===== src/rtl/alu_seq_pkg.sv =====
// alu_seq_pkg -- shared definitions for the sequenced ALU front end.
//   Opcode/funct encodings of the supported instruction subset, the ALU
//   control encoding driven on alu_f, the sequencer state encoding, and
//   the operand-B select / immediate extension helpers used by decode.
package alu_seq_pkg;

   // Primary opcodes
   localparam logic [5:0] OP_RTYPE = 6'b000000;
   localparam logic [5:0] OP_BEQ   = 6'b000100;
   localparam logic [5:0] OP_ADDI  = 6'b001000;
   localparam logic [5:0] OP_SLTI  = 6'b001010;
   localparam logic [5:0] OP_ANDI  = 6'b001100;
   localparam logic [5:0] OP_ORI   = 6'b001101;

   // R-type function codes
   localparam logic [5:0] FN_ADD = 6'b100000;
   localparam logic [5:0] FN_SUB = 6'b100010;
   localparam logic [5:0] FN_AND = 6'b100100;
   localparam logic [5:0] FN_OR  = 6'b100101;
   localparam logic [5:0] FN_SLT = 6'b101010;

   // ALU control word as understood by the external ALU
   typedef enum logic [2:0] {
      ALU_AND = 3'b000,
      ALU_OR  = 3'b001,
      ALU_ADD = 3'b010,
      ALU_SUB = 3'b110,
      ALU_SLT = 3'b111
   } alu_ctl_e;

   // Sequencer states
   typedef enum logic [1:0] {
      ST_IDLE = 2'b00,
      ST_EXEC = 2'b01,
      ST_DONE = 2'b10
   } state_e;

   // Operand B source
   typedef enum logic {
      BSEL_RT  = 1'b0,
      BSEL_IMM = 1'b1
   } bsel_e;

   // Immediate extension mode
   typedef enum logic {
      EXT_ZERO = 1'b0,
      EXT_SIGN = 1'b1
   } ext_e;

   // Widen a 16-bit immediate to 32 bits according to the extension mode
   function automatic logic [31:0] extend_imm(input logic [15:0] imm, input ext_e mode);
      logic [31:0] res;
      if (mode == EXT_SIGN) begin
         res = {{16{imm[15]}}, imm};
      end else begin
         res = {16'h0000, imm};
      end
      return res;
   endfunction

endpackage


===== src/rtl/alu_seq_decode.sv =====
// alu_seq_decode -- purely combinational instruction decode.
//   opcode, funct : instruction fields
//   f             : ALU control word
//   b_sel         : operand B from rt or from the extended immediate
//   ext_mode      : sign or zero extension of the immediate
//   is_beq        : branch-equal, result zero flag becomes branch_taken
//   illegal       : opcode/funct outside the supported subset
module alu_seq_decode
   import alu_seq_pkg::*;
(
   input  logic [5:0] opcode,
   input  logic [5:0] funct,
   output alu_ctl_e   f,
   output bsel_e      b_sel,
   output ext_e       ext_mode,
   output logic       is_beq,
   output logic       illegal
);

   // Map opcode/funct onto ALU control, operand-B source and flags
   always_comb begin
      f        = ALU_AND;
      b_sel    = BSEL_RT;
      ext_mode = EXT_ZERO;
      is_beq   = 1'b0;
      illegal  = 1'b0;
      case (opcode)
         OP_RTYPE: begin
            case (funct)
               FN_ADD:  f = ALU_ADD;
               FN_SUB:  f = ALU_SUB;
               FN_AND:  f = ALU_AND;
               FN_OR:   f = ALU_OR;
               FN_SLT:  f = ALU_SLT;
               default: illegal = 1'b1;
            endcase
         end
         OP_ADDI: begin
            f        = ALU_ADD;
            b_sel    = BSEL_IMM;
            ext_mode = EXT_SIGN;
         end
         OP_SLTI: begin
            f        = ALU_SLT;
            b_sel    = BSEL_IMM;
            ext_mode = EXT_SIGN;
         end
         OP_ANDI: begin
            f        = ALU_AND;
            b_sel    = BSEL_IMM;
            ext_mode = EXT_ZERO;
         end
         OP_ORI: begin
            f        = ALU_OR;
            b_sel    = BSEL_IMM;
            ext_mode = EXT_ZERO;
         end
         OP_BEQ: begin
            f      = ALU_SUB;
            is_beq = 1'b1;
         end
         default: illegal = 1'b1;
      endcase
   end

endmodule


===== src/rtl/alu_seq.sv =====
// alu_seq -- sequencer that feeds one instruction at a time to an external
// 32-bit ALU and returns its result through a valid/ready handshake.
//   clk, rst_n                : clock, asynchronous active-low reset
//   in_valid/in_ready         : instruction handshake (ready only in IDLE)
//   in_opcode..in_imm         : instruction fields and operand values
//   alu_a/alu_b/alu_f         : registered ALU operands and control
//   alu_y/alu_zero            : ALU result and zero flag
//   out_valid/out_ready       : result handshake (valid only in DONE)
//   out_result..out_illegal   : registered result payload
module alu_seq
   import alu_seq_pkg::*;
#(
   parameter int unsigned ALU_WAIT = 1
)(
   input  logic        clk,
   input  logic        rst_n,
   input  logic        in_valid,
   output logic        in_ready,
   input  logic [5:0]  in_opcode,
   input  logic [5:0]  in_funct,
   input  logic [31:0] in_rs_val,
   input  logic [31:0] in_rt_val,
   input  logic [15:0] in_imm,
   output logic [31:0] alu_a,
   output logic [31:0] alu_b,
   output logic [2:0]  alu_f,
   input  logic [31:0] alu_y,
   input  logic        alu_zero,
   output logic        out_valid,
   input  logic        out_ready,
   output logic [31:0] out_result,
   output logic        out_zero,
   output logic        out_branch_taken,
   output logic        out_illegal
);

   // Counter value on the final EXEC cycle
   localparam logic [3:0] WAIT_LAST = 4'(ALU_WAIT - 1);

   alu_ctl_e    dec_f_s;
   bsel_e       dec_bsel_s;
   ext_e        dec_ext_s;
   logic        dec_beq_s;
   logic        dec_illegal_s;
   logic [31:0] b_next_s;

   state_e      state_r;
   logic [3:0]  cnt_r;
   logic [31:0] alu_a_r;
   logic [31:0] alu_b_r;
   alu_ctl_e    alu_f_r;
   logic        is_beq_r;
   logic        in_ready_r;
   logic        out_valid_r;
   logic [31:0] out_result_r;
   logic        out_zero_r;
   logic        out_branch_r;
   logic        out_illegal_r;

   alu_seq_decode u_decode (
      .opcode   (in_opcode),
      .funct    (in_funct),
      .f        (dec_f_s),
      .b_sel    (dec_bsel_s),
      .ext_mode (dec_ext_s),
      .is_beq   (dec_beq_s),
      .illegal  (dec_illegal_s)
   );

   // Operand B candidate for the instruction currently presented
   always_comb begin
      b_next_s = 32'h0000_0000;
      if (dec_bsel_s == BSEL_IMM) begin
         b_next_s = extend_imm(in_imm, dec_ext_s);
      end else begin
         b_next_s = in_rt_val;
      end
   end

   // Sequencer FSM with all outputs registered
   always_ff @(posedge clk or negedge rst_n) begin
      if (!rst_n) begin
         state_r       <= ST_IDLE;
         cnt_r         <= 4'd0;
         alu_a_r       <= 32'h0000_0000;
         alu_b_r       <= 32'h0000_0000;
         alu_f_r       <= ALU_AND;
         is_beq_r      <= 1'b0;
         in_ready_r    <= 1'b1;
         out_valid_r   <= 1'b0;
         out_result_r  <= 32'h0000_0000;
         out_zero_r    <= 1'b0;
         out_branch_r  <= 1'b0;
         out_illegal_r <= 1'b0;
      end else begin
         case (state_r)
            ST_IDLE: begin
               if (in_valid) begin
                  in_ready_r <= 1'b0;
                  if (dec_illegal_s) begin
                     // Illegal: payload is known now, the ALU is never driven
                     state_r       <= ST_DONE;
                     out_result_r  <= 32'h0000_0000;
                     out_zero_r    <= 1'b0;
                     out_branch_r  <= 1'b0;
                     out_illegal_r <= 1'b1;
                  end else begin
                     state_r  <= ST_EXEC;
                     cnt_r    <= 4'd0;
                     alu_a_r  <= in_rs_val;
                     alu_b_r  <= b_next_s;
                     alu_f_r  <= dec_f_s;
                     is_beq_r <= dec_beq_s;
                  end
               end
            end
            ST_EXEC: begin
               if (cnt_r == WAIT_LAST) begin
                  out_result_r  <= alu_y;
                  out_zero_r    <= alu_zero;
                  out_branch_r  <= is_beq_r & alu_zero;
                  out_illegal_r <= 1'b0;
                  out_valid_r   <= 1'b1;
                  state_r       <= ST_DONE;
                  cnt_r         <= 4'd0;
                  alu_a_r       <= 32'h0000_0000;
                  alu_b_r       <= 32'h0000_0000;
                  alu_f_r       <= ALU_AND;
                  is_beq_r      <= 1'b0;
               end else begin
                  cnt_r <= cnt_r + 4'd1;
               end
            end
            ST_DONE: begin
               // An illegal instruction enters DONE without out_valid and
               // presents it one cycle later, giving it a one-cycle latency.
               if (!out_valid_r) begin
                  out_valid_r <= 1'b1;
               end else if (out_ready) begin
                  out_valid_r <= 1'b0;
                  in_ready_r  <= 1'b1;
                  state_r     <= ST_IDLE;
               end
            end
            default: begin
               state_r     <= ST_IDLE;
               cnt_r       <= 4'd0;
               alu_a_r     <= 32'h0000_0000;
               alu_b_r     <= 32'h0000_0000;
               alu_f_r     <= ALU_AND;
               is_beq_r    <= 1'b0;
               in_ready_r  <= 1'b1;
               out_valid_r <= 1'b0;
            end
         endcase
      end
   end

   assign in_ready         = in_ready_r;
   assign alu_a            = alu_a_r;
   assign alu_b            = alu_b_r;
   assign alu_f            = alu_f_r;
   assign out_valid        = out_valid_r;
   assign out_result       = out_result_r;
   assign out_zero         = out_zero_r;
   assign out_branch_taken = out_branch_r;
   assign out_illegal      = out_illegal_r;

endmodule


===== config.mk =====
export PLATFORM = sky130hd
export DESIGN_NAME = alu_seq
export DESIGN_NICKNAME = d
export VERILOG_FILES = /design/src/rtl/alu_seq_pkg.sv /design/src/rtl/alu_seq_decode.sv /design/src/rtl/alu_seq.sv
export SDC_FILE = /design/constraint.sdc
export NUM_CORES = 1
export LEC_CHECK = 0
export ABC_CLOCK_PERIOD_IN_PS = 2100
export BUFFER_PORTS_ARGS = -buffer_cell sky130_fd_sc_hd__buf_2
export CAP_MARGIN = 10
export CORE_ASPECT_RATIO = 1.1
export CORE_MARGIN = 2
export CORE_UTILIZATION = 44
export DETAILED_ROUTE_END_ITERATION = 6
export PLACE_DENSITY = 0.88
export SYNTH_ARGS = -nofsm -noshare
export SYNTH_HDL_FRONTEND = slang
export SYNTH_HIERARCHICAL = 1
export SYNTH_SLANG_ARGS = --single-unit

===== constraint.sdc =====
create_clock -name clk -period 2.1 [get_ports clk]
set_clock_uncertainty 0.15 [all_clocks]
set_input_delay 0 -clock clk [delete_from_list [all_inputs] [get_ports clk]]
set_output_delay 0 -clock clk [all_outputs]
set_load 0.03 [all_outputs]

# --- Word level (Yosys, flattened, before mapping) ---
# Cells that the tools add are included.
# W data, S select, Z words.
word_totals:
  register_bits: 111
  latch_bits: 0
  ramBits: 0
  rom_bits: 0
  inputBits: 129
  output_inout_bits: 104
  word_cells: 104
  mem_count: 0
op_classes:
  addsub: 1
  multipliers: 0
  div_mod_pow: 0
  order_cmp: 0
  eq_ne: 18
  shift: 0
  n_mux: 55
  n_bitwise: 4
  n_reduce_logical: 14
ops:
  columns: ["operator", "count"]
  rows:
  - ["$mux W32", 10]
  - ["$pmux W32 S3", 2]
  - ["$pmux W32 S2", 1]
  - ["$eq A6 B6 Y1 const B", 5]
  - ["$eq A6 B4 Y1 const B", 4]
  - ["$mux W1", 19]
  - ["$reduce_and A4 Y1", 4]
  - ["$pmux W3 S5", 1]
  - ["$mux W4", 3]
  - ["$ne A2 B2 Y1 const B", 6]
  - ["$pmux W3 S4", 1]
  - ["$pmux W4 S3", 1]
  - ["$mux W2", 5]
  - ["$reduce_or A5 Y1", 2]
  - ["$mux W3", 3]
  - ["$pmux W1 S3", 3]
  - ["$pmux W3 S3", 1]
  - ["$pmux W1 S2", 4]
  - ["$eq A6 B3 Y1 const B", 1]
  - ["$logic_not A6 Y1", 1]
  - ["$pmux W2 S3", 1]
  - ["$add A4 B1 Y4 const B", 1]
  - ["$logic_not A4 Y1", 1]
  - ["$reduce_or A4 Y1", 1]
  - ["other kinds (9)", 11]

# --- Longest topological paths before layout ---
# Gate-level depths: netlist (run 1).
depth:
  ltp_word: 8
  ltp_mapped: 9
  mapped_depth_nobuf: 6

# --- Hierarchy ---
# The synthesis (run 1) kept the hierarchy.
modules_own_cells:
  columns: ["module", "instances", "cells_per_inst", "area_per_inst_um2", "seq_area_each_um2"]
  rows:
  - ["alu_seq", 1, 494, 5266.3, 2778.9]
  - ["alu_seq_decode", 1, 36, 232.7, 0.0]

# --- Worst setup path before layout (run 1) ---
# Ideal clock, no wire load.
synth_path:
  path_type: "reg2reg"
  start: "reg cnt_r[0]"
  end: "reg alu_b_r[0] (netlist: alu_b[0])"
  setup_time_ns: 0.125
  arrival_ns: 1.941
  slack_ns: -0.116
  path_stages_with_launch: 8
  period_less_slack_ns: 2.216
  path_cell_list: "dfrtp_1 -> inv_1 -> ha_1 -> or3b_1 -> clkbuf_1 -> a211oi_2 -> buf_2 -> mux2_2"
synth_via:
  elab_chain_cells: 3
synth_lines:
  columns: ["item", "line", "source"]
  rows:
  - ["start, declared", "alu_seq.sv:48", "logic [3:0] cnt_r;"]
  - ["start signal, assigned", "alu_seq.sv:131", "cnt_r <= cnt_r + 4'd1;"]
  - ["$logic_not A4 Y1", "alu_seq.sv:118", "if (cnt_r == WAIT_LAST) begin"]
  - ["$ne A2 B2 Y1 (no source line)", null, null]
  - ["$reduce_and A4 Y1 (no source line)", null, null]
  - ["end signal, assigned", "alu_seq.sv:111", "alu_b_r <= b_next_s;"]
  - ["end, declared", "alu_seq.sv:50", "logic [31:0] alu_b_r;"]
# Every way passes these cells.
# A chain may end at the register's enable or synchronous reset.

# --- Final worst setup path (run 1) ---
layout_path:
  start: "reg cnt_r[0]"
  end: "reg alu_b_r[19] (netlist: alu_b[19])"
# The elaborated chain is that of the path after synthesis.

==> flow_summary_export.csv, run 1 <==
group,metric,value,unit
run_status,status,"finished, violations left",
run_status,violations,"setup timing",
worst_setup_path,crit_arrival,2.31,ns
worst_setup_path,r2r_end,"alu_b[19]$_DFFE_PN0P_",
worst_setup_path,start_kind,"flip-flop",
cells_and_area,design.final.nets,1043,
sta,period_share,105.8,%
logic_synthesis,yosysTopAreaCell,"dfrtp_1",
place,pre_cts_ws,-0.08297,ns
logic_synthesis,ys_ff_latch,111,
sta,max_slew_margin,65.06,%
hold_path,min_path_type,"in2reg",
clock_tree,clock_latency,0.34,ns
logic_synthesis,yosysTopAreaCellShare,50.06,%
clock_tree,root_buffer,"clkbuf_16",
grt,grt_util_met3,5.445,%
grt,antenna_found_initial,1,
worst_setup_path,ff2ff_path_depth,8,
grt,grtUsageMet2,50.23,%
clock_tree,cts_tree,"done",
worst_setup_path,worstSetupPathType,"reg2reg",
floorplanning,die_h,121.3,um
worst_setup_path,setup.worst_path.start,"cnt_r[0]$_DFFE_PN0P_",
logic_synthesis,async_flop_share,100.0,%
place,dpl_cell_area,0.007020,mm^2
clock_tree,clock-sinks,111,
sta,fin_setup_tns,-3.352,ns
logic_synthesis,synth_edf_count,0,
job,maxCapViolCount,0,
sta,rsz0062_at_grt,"true",
grt,grt_pass1_wl,28670,um
grt,grtUsageTotal,26.75,%
logic_synthesis,synth_ff_type,"dfrtp_1",
sta,drv_slew,0,
logic_synthesis,syn_area,0.005499,mm^2
grt,grtUsageMet1,30.01,%
sta,worst_slew_pin_slew,0.5194,ns
logic_synthesis,synth.yosys.warnings,6,
worst_setup_path,worstPathRequired,2.19,ns
pwr,leakage,4.451,nW
worst_setup_path,worstSetupEndpoint,"alu_b[19]$_DFFE_PN0P_",
sta,fin_ws,-0.1214,ns
grt,gr-total-overflow,0,
logic_synthesis,synth_compound_area_share,5.848,%
floorplanning,core_area,0.01214,mm^2
worst_setup_path,path_cells,"inv_2, ha_4, or3b_4, a211oi_4, buf_6, buf_12, buf_16, mux2i_1",
route,first_pass_iters,6,
clock_tree,htreeDepth,3,
logic_synthesis,synth_xor_xnor_area_share,0,%
cells_and_area,syn2layout_area_growth,64.25,%
logic_synthesis,synthAdderAreaFrac,1.365,%
pwr,powerDensity,1132,mW/mm^2
sta,setup_viol,67,
cells_and_area,utilization,74.41,%
logic_synthesis,ys_seq_area_share,50.53,%
worst_setup_path,worst-path-max-fanout,5,
worst_setup_path,reg2reg_from,"cnt_r[0]$_DFFE_PN0P_",
cells_and_area,final_common_cell,"buf_2",
worst_setup_path,cp-end-kind,"flip-flop",
clock_tree,cts_buffers,9,
floorplanning,die_w,110.6,um
worst_setup_path,critical_path.max_stage_delay,0.42,ns
route,num_vias,5470,
logic_synthesis,synth_mux_area_share,22.41,%
place,gp_congestion,0.8612,
logic_synthesis,avgSynthCellArea,10.38,um^2
sta,fmax,0.4502,GHz
logic_synthesis,synth_cell_types,42,
route,wl_per_cell,18.16,um
route,ant_nets,0,
route,wl,19400,um
sta,hold_viol_final,0,
floorplanning,initial_core_util,45.30,%
pwr,ir_worst_vdd,0.6997,mV
floorplanning,ios,233,
floorplanning,die_area,0.01341,mm^2
sta,final.min_clock_period,2.221,ns
logic_synthesis,yosys.area_share.simple,10.63,%
grt,grt_max_degree,46,
clock_tree,cts.path.max_buffers,2,
place,dp_hpwl,9761,um
cells_and_area,layout_common_cells,"231 x buf_2, 123 x dlygate4sd3_1, 110 x dfrtp_1",
cells_and_area,final_area,0.009032,mm^2
logic_synthesis,synth_cells,530,
cells_and_area,final_layout_size_suffix_gt1_share,35.82,%
worst_setup_path,rrSetupSlack,-0.12,ns
place,portBuffers,232,
floorplanning,rows,42,
logic_synthesis,ys_top_cells_by_area,"dfrtp_1 50%, mux2i_1 19%, inv_1 6.3%",
grt,grt_pass1_vias,5779,
worst_setup_path,crit_slowest_cell,"dfrtp_1",
grt,busiest_layer,"met2",
logic_synthesis,synth_fp_nets,665,
logic_synthesis,synth_top_family_by_area,"multiplexers",
route,drt-initial-drc-count,360,
route,routed_via_density,5.122,
clock_tree,clk_pin_slew,0.07,ns
route,drcViolationCount,0,
[cell usage after synthesis, drive strengths merged, types with 2 or more instances]
master,count
dfrtp,110
nand2,73
a31oi,2
o211ai,16
a211oi,3
a21oi,6
nor2b,22
o21ai,5
nor3,2
nand4,2
o22ai,2
clkbuf,17
a21boi,2
inv,93
ha,6
nor2,6
nand2b,6
mux2i,104
mux2,17
buf,15
nand3,5
[metrics by stage]
step / hold WS, ns / cells / total power (W)
final: 0.01012 / 1068 / 0.01023
after global routing: 0.01894 / 1068 / 0.01070
after CTS: 0.0007279 / 1058 / 0.009737
after detailed placement: -0.1579 / 910 / 0.007260
after global placement: -0.1552 / 910 / 0.007127
after floorplan: -0.4456 / 530 / 0.005919
[layer usage]
layer	share of wire (%)	wire length, um
met5	0	0
met4	2.6	508
met3	5.8	1117
met2	55	10650
met1	37	7128
[sequential cells by signal, summed over array words and instances (netlist names)]
register,cells
alu_a,32
alu_b,32
alu_f,3
cnt_r,4
in_ready,1
is_beq_r,1
out_branch_taken,1
out_illegal,1
out_result,32
out_valid,1
out_zero,1
state_r,2
[repair_timing]
action,in CTS,in global routing
endpoints found under the hold margin,181,0
endpoints found under the setup margin,65,105
hold buffers,123,0
setup buffers,5,1
resized for setup,10,21
cloned,4,9
pin swaps,2,2
[power by group]
part	switching (W)	total [W]	internal (W)
Combinational	0.00301	0.00540	0.00239
Clock	0.000797	0.00185	0.00106
Sequential	0.000298	0.00298	0.00268
[worst max-delay path: cells and delay by family, from the launching register on]
kind,cells,cell delay [ns]
adder cells (fa/ha/maj),1,0.11
flip-flops,1,0.42
AND/OR/NAND/NOR,1,0.39
AO/OA/AOI/OAI,1,0.26
buffers and inverters,4,0.54
multiplexers,1,0.25
[worst min-delay path by stage]
stage,start,endpoint,slack (ns),cells after the start
4_1_cts,in_funct[3],alu_f[1]$_DFFE_PN0P_,0.0007,6
6_report,in_funct[4],alu_f[1]$_DFFE_PN0P_,0.01,6
5_1_grt,in_funct[4],alu_f[1]$_DFFE_PN0P_,0.02,6
3_5_place_dp,rst_n,alu_b[7]$_DFFE_PN0P_,-0.16,1
2_1_floorplan,rst_n,alu_a[0]$_DFFE_PN0P_,-0.45,0
3_3_place_gp,rst_n,alu_b[9]$_DFFE_PN0P_,-0.16,1
[area by class of cell]
type | count | area (um^2)
Clock buffer | 10 | 229.0
Antenna cell | 1 | 2.502
Clock inverter | 6 | 93.84
Multi-Input combinational cell | 294 | 2331
Inverter | 93 | 349.1
Timing Repair Buffer | 399 | 3055
Sequential cell | 111 | 2779
Fill cell | 744 | 3107
Tap cell | 154 | 192.7
[cells by family after synthesis]
kind of cell,after synthesis
AND/OR/NAND/NOR,122
adder cells (fa/ha/maj),6
AO/OA/AOI/OAI,45
buffers and inverters,125
flip-flops,111
multiplexers,121
Note: power is estimated with default switching activity, not from simulation.
==> run 2, diff against run 1 <==
--- a/config.mk
+++ b/config.mk
@@ -5,6 +5,7 @@
 export SDC_FILE = /design/constraint.sdc
 export NUM_CORES = 1
 export LEC_CHECK = 0
+export ABC_AREA = 1
 export ABC_CLOCK_PERIOD_IN_PS = 2100
 export BUFFER_PORTS_ARGS = -buffer_cell sky130_fd_sc_hd__buf_2
 export CAP_MARGIN = 10
@@ -12,7 +13,7 @@
 export CORE_MARGIN = 2
 export CORE_UTILIZATION = 44
 export DETAILED_ROUTE_END_ITERATION = 6
-export PLACE_DENSITY = 0.88
+export PLACE_DENSITY = 0.87
 export SYNTH_ARGS = -nofsm -noshare
 export SYNTH_HDL_FRONTEND = slang
 export SYNTH_HIERARCHICAL = 1
==> flow_summary_export.csv, run 2 <==
group,metric,value,unit
run_status,status,"finished, violations left",
run_status,violations,"DRC",
logic_synthesis,synth_ff_type,"dfrtp_1",
sta,fin_setup_tns,0,ns
place,dp_hpwl,10840,um
route,wl_per_cell,15.45,um
floorplanning,die_w,114.5,um
clock_tree,clock-sinks,111,
logic_synthesis,ys_top_cells_by_area,"dfrtp_1 47%, nand2_1 25%, nand3b_1 8.8%",
route,drt-initial-drc-count,751,
worst_setup_path,start_kind,"flip-flop",
worst_setup_path,rrSetupSlack,0.22,ns
pwr,pwr-share-seq,31.6,%
cells_and_area,design.final.nets,1251,
floorplanning,ios,233,
cells_and_area,final_layout_size_suffix_gt1_share,24.98,%
sta,period_share,89.29,%
route,first_pass_iters,7,
cells_and_area,final_common_cell,"nand2_1",
clock_tree,clock_latency,0.34,ns
clock_tree,clk_pin_slew,0.08,ns
logic_synthesis,yosysTopAreaCellShare,46.61,%
grt,grt_pass1_vias,6600,
logic_synthesis,synth_compound_area_share,2.097,%
cells_and_area,antenna_cells,0,
route,ant_nets,0,
job,maxCapViolCount,0,
clock_tree,root_buffer,"clkbuf_16",
cells_and_area,syn2layout_area_growth,46.89,%
route,num_vias,6654,
logic_synthesis,synth_mux_area_share,0,%
grt,grt_max_degree,45,
worst_setup_path,r2r_end,"alu_a[2]$_DFFE_PN0P_",
grt,grt_pass1_wl,31580,um
worst_setup_path,ff2ff_path_depth,9,
clock_tree,htreeDepth,3,
pwr,intPower,0.005205,W
cells_and_area,utilization,65.93,%
pwr,power_frac_comb,49.9,%
worst_setup_path,setup.worst_path.start,"state_r[0]$_DFFE_PN0P_",
sta,rsz0062_at_grt,"false",
worst_setup_path,worstSetupPathType,"reg2reg",
logic_synthesis,synth_top_family_by_area,"simple AND/OR/NAND/NOR gates",
logic_synthesis,yosys-top-cells-count,"386 x nand2_1, 110 x dfrtp_1, 69 x nand3b_1",
pwr,net-switching-power,0.004473,W
worst_setup_path,cp-end-kind,"flip-flop",
pwr,clock_power_share,18.5,%
pwr,powerDensity,1116,mW/mm^2
grt,grt_util_met3,4.847,%
floorplanning,rows,44,
sta,drv_slew,0,
route,wl,19810,um
floorplanning,initial_core_util,44.88,%
logic_synthesis,synth.yosys.warnings,6,
logic_synthesis,syn_area,0.005906,mm^2
place,gp_congestion,0.8719,
logic_synthesis,synth_fp_nets,925,
route,drcViolationCount,1,
logic_synthesis,ys_ff_latch,111,
logic_synthesis,synth_cell_types,26,
logic_synthesis,yosysTopAreaCell,"dfrtp_1",
clock_tree,post_cts_buffers,0,
logic_synthesis,synth_edf_count,0,
grt,grtUsageMet1,32.09,%
hold_path,min_path_type,"in2async",
sta,setup_viol,0,
worst_setup_path,reg2reg_from,"state_r[0]$_DFFE_PN0P_",
pwr,ir_worst_vdd,0.5290,mV
floorplanning,core_area,0.01316,mm^2
logic_synthesis,avgSynthCellArea,7.476,um^2
floorplanning,die_h,125.5,um
logic_synthesis,synthAdderAreaFrac,1.271,%
grt,antenna_found_initial,0,
grt,grtUsageTotal,27.30,%
route,routed_via_density,5.190,
logic_synthesis,async_flop_share,100.0,%
logic_synthesis,ys_seq_area_share,47.06,%
pwr,switching_share,46.22,%
logic_synthesis,synth_cells,790,
place,portBuffers,232,
sta,fmax,0.5333,GHz
grt,busiest_layer,"met2",
floorplanning,die_area,0.01437,mm^2
clock_tree,cts.path.max_buffers,2,
cells_and_area,layout_common_cells,"385 x nand2_1, 231 x buf_2, 116 x dlygate4sd3_1",
grt,grtUsageMet2,45.74,%
clock_tree,cts_tree,"done",
grt,gr-total-overflow,0,
logic_synthesis,yosys.area_share.simple,41.48,%
sta,final.min_clock_period,1.875,ns
sta,hold_viol_final,0,
sta,max_slew_margin,63.27,%
sta,worst_slew_pin_slew,0.5509,ns
clock_tree,cts_buffers,9,
pwr,leakage,5.022,nW
worst_setup_path,worst-path-max-fanout,25,
worst_setup_path,worstPathRequired,2.22,ns
logic_synthesis,yosysMostFrequentCell,"nand2_1",
worst_setup_path,crit_arrival,2.00,ns
logic_synthesis,synth_xor_xnor_area_share,0,%
## run 2: changes by cell type in the layout (fill, tap and decap cells not counted), moves of 7 or more
cell / previous run / this run
a21oi_1: 6 / 16
buf_4: 22 / 10
clkbuf_16: 17 / 9
dlygate4sd3_1: 123 / 116
inv_1: 91 / 43
mux2_2: 10 / 0
mux2_4: 7 / 0
mux2i_1: 97 / 0
nand2_1: 73 / 385
nand3_1: 5 / 51
nand3b_1: 0 / 69
nor2_1: 6 / 36
nor2b_1: 22 / 0
o211ai_1: 16 / 1
## run 2: cells by family after synthesis
kind of cell,count (synthesis)
AOI/OAI and AO/OA,22
adders and majority gates,6
DFF,111
buffers and inverters,97
and+or+nand+nor,554
## run 2: worst max-delay path, stage by stage, from the launching register on
cell     delay, ns
dfrtp_1       0.40
inv_1         0.12
ha_1          0.29
inv_2         0.04
nor2_1        0.17
nor2_4        0.08
nand2_2       0.11
buf_6         0.22
nand2_1       0.11
nand2_1       0.11
## run 2: metal layers
layer  part of all wire (%)  vias up
met1                     38     3050
met3                    6.6      114
met2                     49      386
li1                       -     3104
met5                      0        -
met4                    5.8        0
## run 2: worst max path at each step
| stage | slack [ns] | to |
|---|---|---|
| final | 0.22 | alu_a[2]$_DFFE_PN0P_ |
| after global routing | 0.07 | alu_a[2]$_DFFE_PN0P_ |
| after CTS | 0.24 | alu_a[25]$_DFFE_PN0P_ |
| after detailed placement | 0.26 | alu_a[25]$_DFFE_PN0P_ |
| after global placement | 0.33 | alu_a[10]$_DFFE_PN0P_ |
| after floorplan | 0.44 | out_result[10]$_DFFE_PN0P_ |
## run 2: power groups by stage
stage          registers (W)  clock network, W  logic [W]
2_1_floorplan        0.00414                 0    0.00214
3_3_place_gp         0.00306                 0    0.00445
3_5_place_dp         0.00306                 0    0.00453
4_1_cts              0.00303           0.00182    0.00470
5_1_grt              0.00311           0.00192    0.00521
6_report             0.00306           0.00179    0.00483
## run 2: final cells by class
type                    count  area (um^2)
inverters                  47        176.4
repair buffers            365         2544
multi-input cells         582         2661
well taps                 161        201.4
fillers                   982         4483
clock buffers              10        239.0
clock inverters             6        73.82
flip-flops and latches    111         2779
## run 2: repair_timing
| action | in CTS | in global routing |
|---|---|---|
| endpoints found under the hold margin | 212 | 0 |
| hold buffers | 116 | 0 |
| resized for setup | 0 | 1 |
| endpoints found under the setup margin | 0 | 1 |
## run 2: through the flow
stage                     instances  hold slack [ns]  total power, W  area (um^2)  setup WS (ns)
after floorplan                 790          -0.4456        0.006278         5906         0.4416
after detailed placement       1150          -0.1226        0.007595         7197         0.2608
after global routing           1282          0.06556         0.01024         8675        0.06891
after CTS                      1282         0.008215        0.009560         8671         0.2412
after global placement         1150          -0.1298        0.007503         7197         0.3296
final                          1282          0.03646        0.009678         8675         0.2250
==> run 3, diff against run 2 <==
--- a/config.mk
+++ b/config.mk
@@ -13,7 +13,9 @@
 export CORE_MARGIN = 2
 export CORE_UTILIZATION = 44
 export DETAILED_ROUTE_END_ITERATION = 6
+export GPL_ROUTABILITY_DRIVEN = 1
 export PLACE_DENSITY = 0.87
+export RECOVER_POWER = 50
 export SYNTH_ARGS = -nofsm -noshare
 export SYNTH_HDL_FRONTEND = slang
 export SYNTH_HIERARCHICAL = 1
==> flow_summary_export.csv, run 3 (synthesis gave the netlist of run 2 again) <==
group,metric,value,unit
run_status,status,"complete, no violations",
cells_and_area,final_common_cell,"nand2_1",
worst_setup_path,worstSetupPathType,"reg2reg",
worst_setup_path,start_kind,"flip-flop",
floorplanning,ios,233,
sta,period_share,89.75,%
sta,max_slew_margin,31.06,%
worst_setup_path,r2r_end,"alu_a[2]$_DFFE_PN0P_",
grt,grt_max_degree,45,
worst_setup_path,rrSetupSlack,0.22,ns
grt,grtUsageTotal,27.30,%
sta,setup_viol,0,
clock_tree,htreeDepth,3,
worst_setup_path,worst-path-max-fanout,25,
pwr,finalPower,0.009614,W
sta,drv_slew,0,
hold_path,min-delay-start,"in_opcode[3]",
grt,gr-total-overflow,0,
route,wl,19820,um
pwr,leakage,4.806,nW
clock_tree,clk_pin_slew,0.08,ns
floorplanning,core_area,0.01316,mm^2
cells_and_area,antenna_cells,0,
sta,final.min_clock_period,1.885,ns
route,routed_via_density,5.197,
worst_setup_path,reg2reg_from,"state_r[0]$_DFFE_PN0P_",
clock_tree,root_buffer,"clkbuf_16",
grt,grt_pass1_wl,31580,um
place,gp_congestion,0.8719,
grt,antenna_found_initial,0,
floorplanning,initial_core_util,44.88,%
pwr,powerDensity,1119,mW/mm^2
floorplanning,die_w,114.5,um
sta,worst_slew_pin_slew,1.034,ns
route,drcViolationCount,0,
clock_tree,cts_tree,"done",
hold_path,min_path_type,"in2reg",
sta,fin_ws,0.2152,ns
floorplanning,die_area,0.01437,mm^2
sta,fin_hold_ws,0.03898,ns
sta,rsz0062_at_grt,"false",
clock_tree,clock-sinks,111,
place,portBuffers,232,
worst_setup_path,ff2ff_path_depth,9,
cells_and_area,layout_common_cells,"385 x nand2_1, 178 x buf_2, 116 x dlygate4sd3_1",
cells_and_area,utilization,65.31,%
cells_and_area,final_layout_size_suffix_gt1_share,20.25,%
hold_path,hold_path_end,"is_beq_r$_DFFE_PN0P_",
clock_tree,clock_latency,0.34,ns
clock_tree,cts_buffers,9,
worst_setup_path,worstPathRequired,2.22,ns
place,pre_cts_ws,0.2608,ns
cells_and_area,design.final.nets,1251,
route,drt-initial-drc-count,713,
cells_and_area,syn2layout_area_growth,45.51,%
hold_path,whs_path_depth,7,
floorplanning,rows,44,
sta,fin_setup_tns,0,ns
job,maxCapViolCount,0,
sta,fmax,0.5306,GHz
worst_setup_path,cp-end-kind,"flip-flop",
place,dp_hpwl,10840,um
sta,hold_viol_final,0,
clock_tree,cts.path.max_buffers,2,
pwr,ir_worst_vdd,0.5282,mV
route,first_pass_iters,5,
floorplanning,die_h,125.5,um
worst_setup_path,crit_arrival,2.01,ns
grt,grt_pass1_vias,6600,
route,num_vias,6662,
route,ant_nets,0,
route,wl_per_cell,15.46,um
==> run 3: cell types whose count changed in the layout (fill, tap and decap cells not counted), sizes merged <==
cell and change:
buf -55, clkbuf +55
==> run 3: worst max-delay path by stage <==
stage	start	endpoint	slack [ns]	depth (start not counted)
after detailed placement	state_r[0]$_DFFE_PN0P_	alu_a[25]$_DFFE_PN0P_	0.26	9
after CTS	state_r[0]$_DFFE_PN0P_	alu_a[25]$_DFFE_PN0P_	0.24	9
after global routing	rst_n	alu_a[24]$_DFFE_PN0P_	0.07	3
after floorplan	state_r[0]$_DFFE_PN0P_	out_result[10]$_DFFE_PN0P_	0.44	8
after global placement	state_r[0]$_DFFE_PN0P_	alu_a[10]$_DFFE_PN0P_	0.33	9
final	state_r[0]$_DFFE_PN0P_	alu_a[2]$_DFFE_PN0P_	0.22	9
==> run 3: per-stage QoR <==
stage | std cells | cell area [um^2]
global route | 1282 | 8593
floorplan | 790 | 5906
finish | 1282 | 8593
detailed placement | 1150 | 7197
global placement | 1150 | 7197
CTS | 1282 | 8671
==> run 3: critical path, stage by stage (launching register included) <==
cell,delay [ns]
dfrtp_1,0.40
inv_1,0.12
ha_1,0.29
inv_2,0.04
nor2_1,0.17
nor2_4,0.08
nand2_2,0.11
buf_6,0.22
nand2_1,0.11
nand2_1,0.12
==> run 3: per-layer routing <==
layer	vias up	global-route usage (%)	part of all wire [%]
li1	3105	-	-
met1	3059	32.09	38
met2	388	45.74	49
met3	110	4.847	6.8
met4	0	17.14	5.9
met5	-	0	0
==> run 3: area by class of cell <==
cell class                 instances  area [um^2]
tap                              161        201.4
fill                            1021         4564
clock inverter                     6        73.82
multi-input combinational        582         2661
inverter                          47        176.4
timing repair buffer             365         2462
sequential                       111         2779
clock buffer                      10        239.0
==> run 3: report_power, final <==
group	switching, W	internal, W	leakage (nW)	total, W
Combinational	0.00333	0.00143	3.18	0.00475
Clock	0.000818	0.000976	0.148	0.00179
Sequential	0.000338	0.00273	1.48	0.00307
==> run 3: timing repair <==
| item | 4_1_cts | 5_1_grt |
|---|---|---|
| setup endpoints to repair | 0 | 1 |
| hold buffers | 116 | 0 |
| setup buffers | 0 | 0 |
| endpoints found under the hold margin | 212 | 0 |
| resized for setup | 0 | 1 |
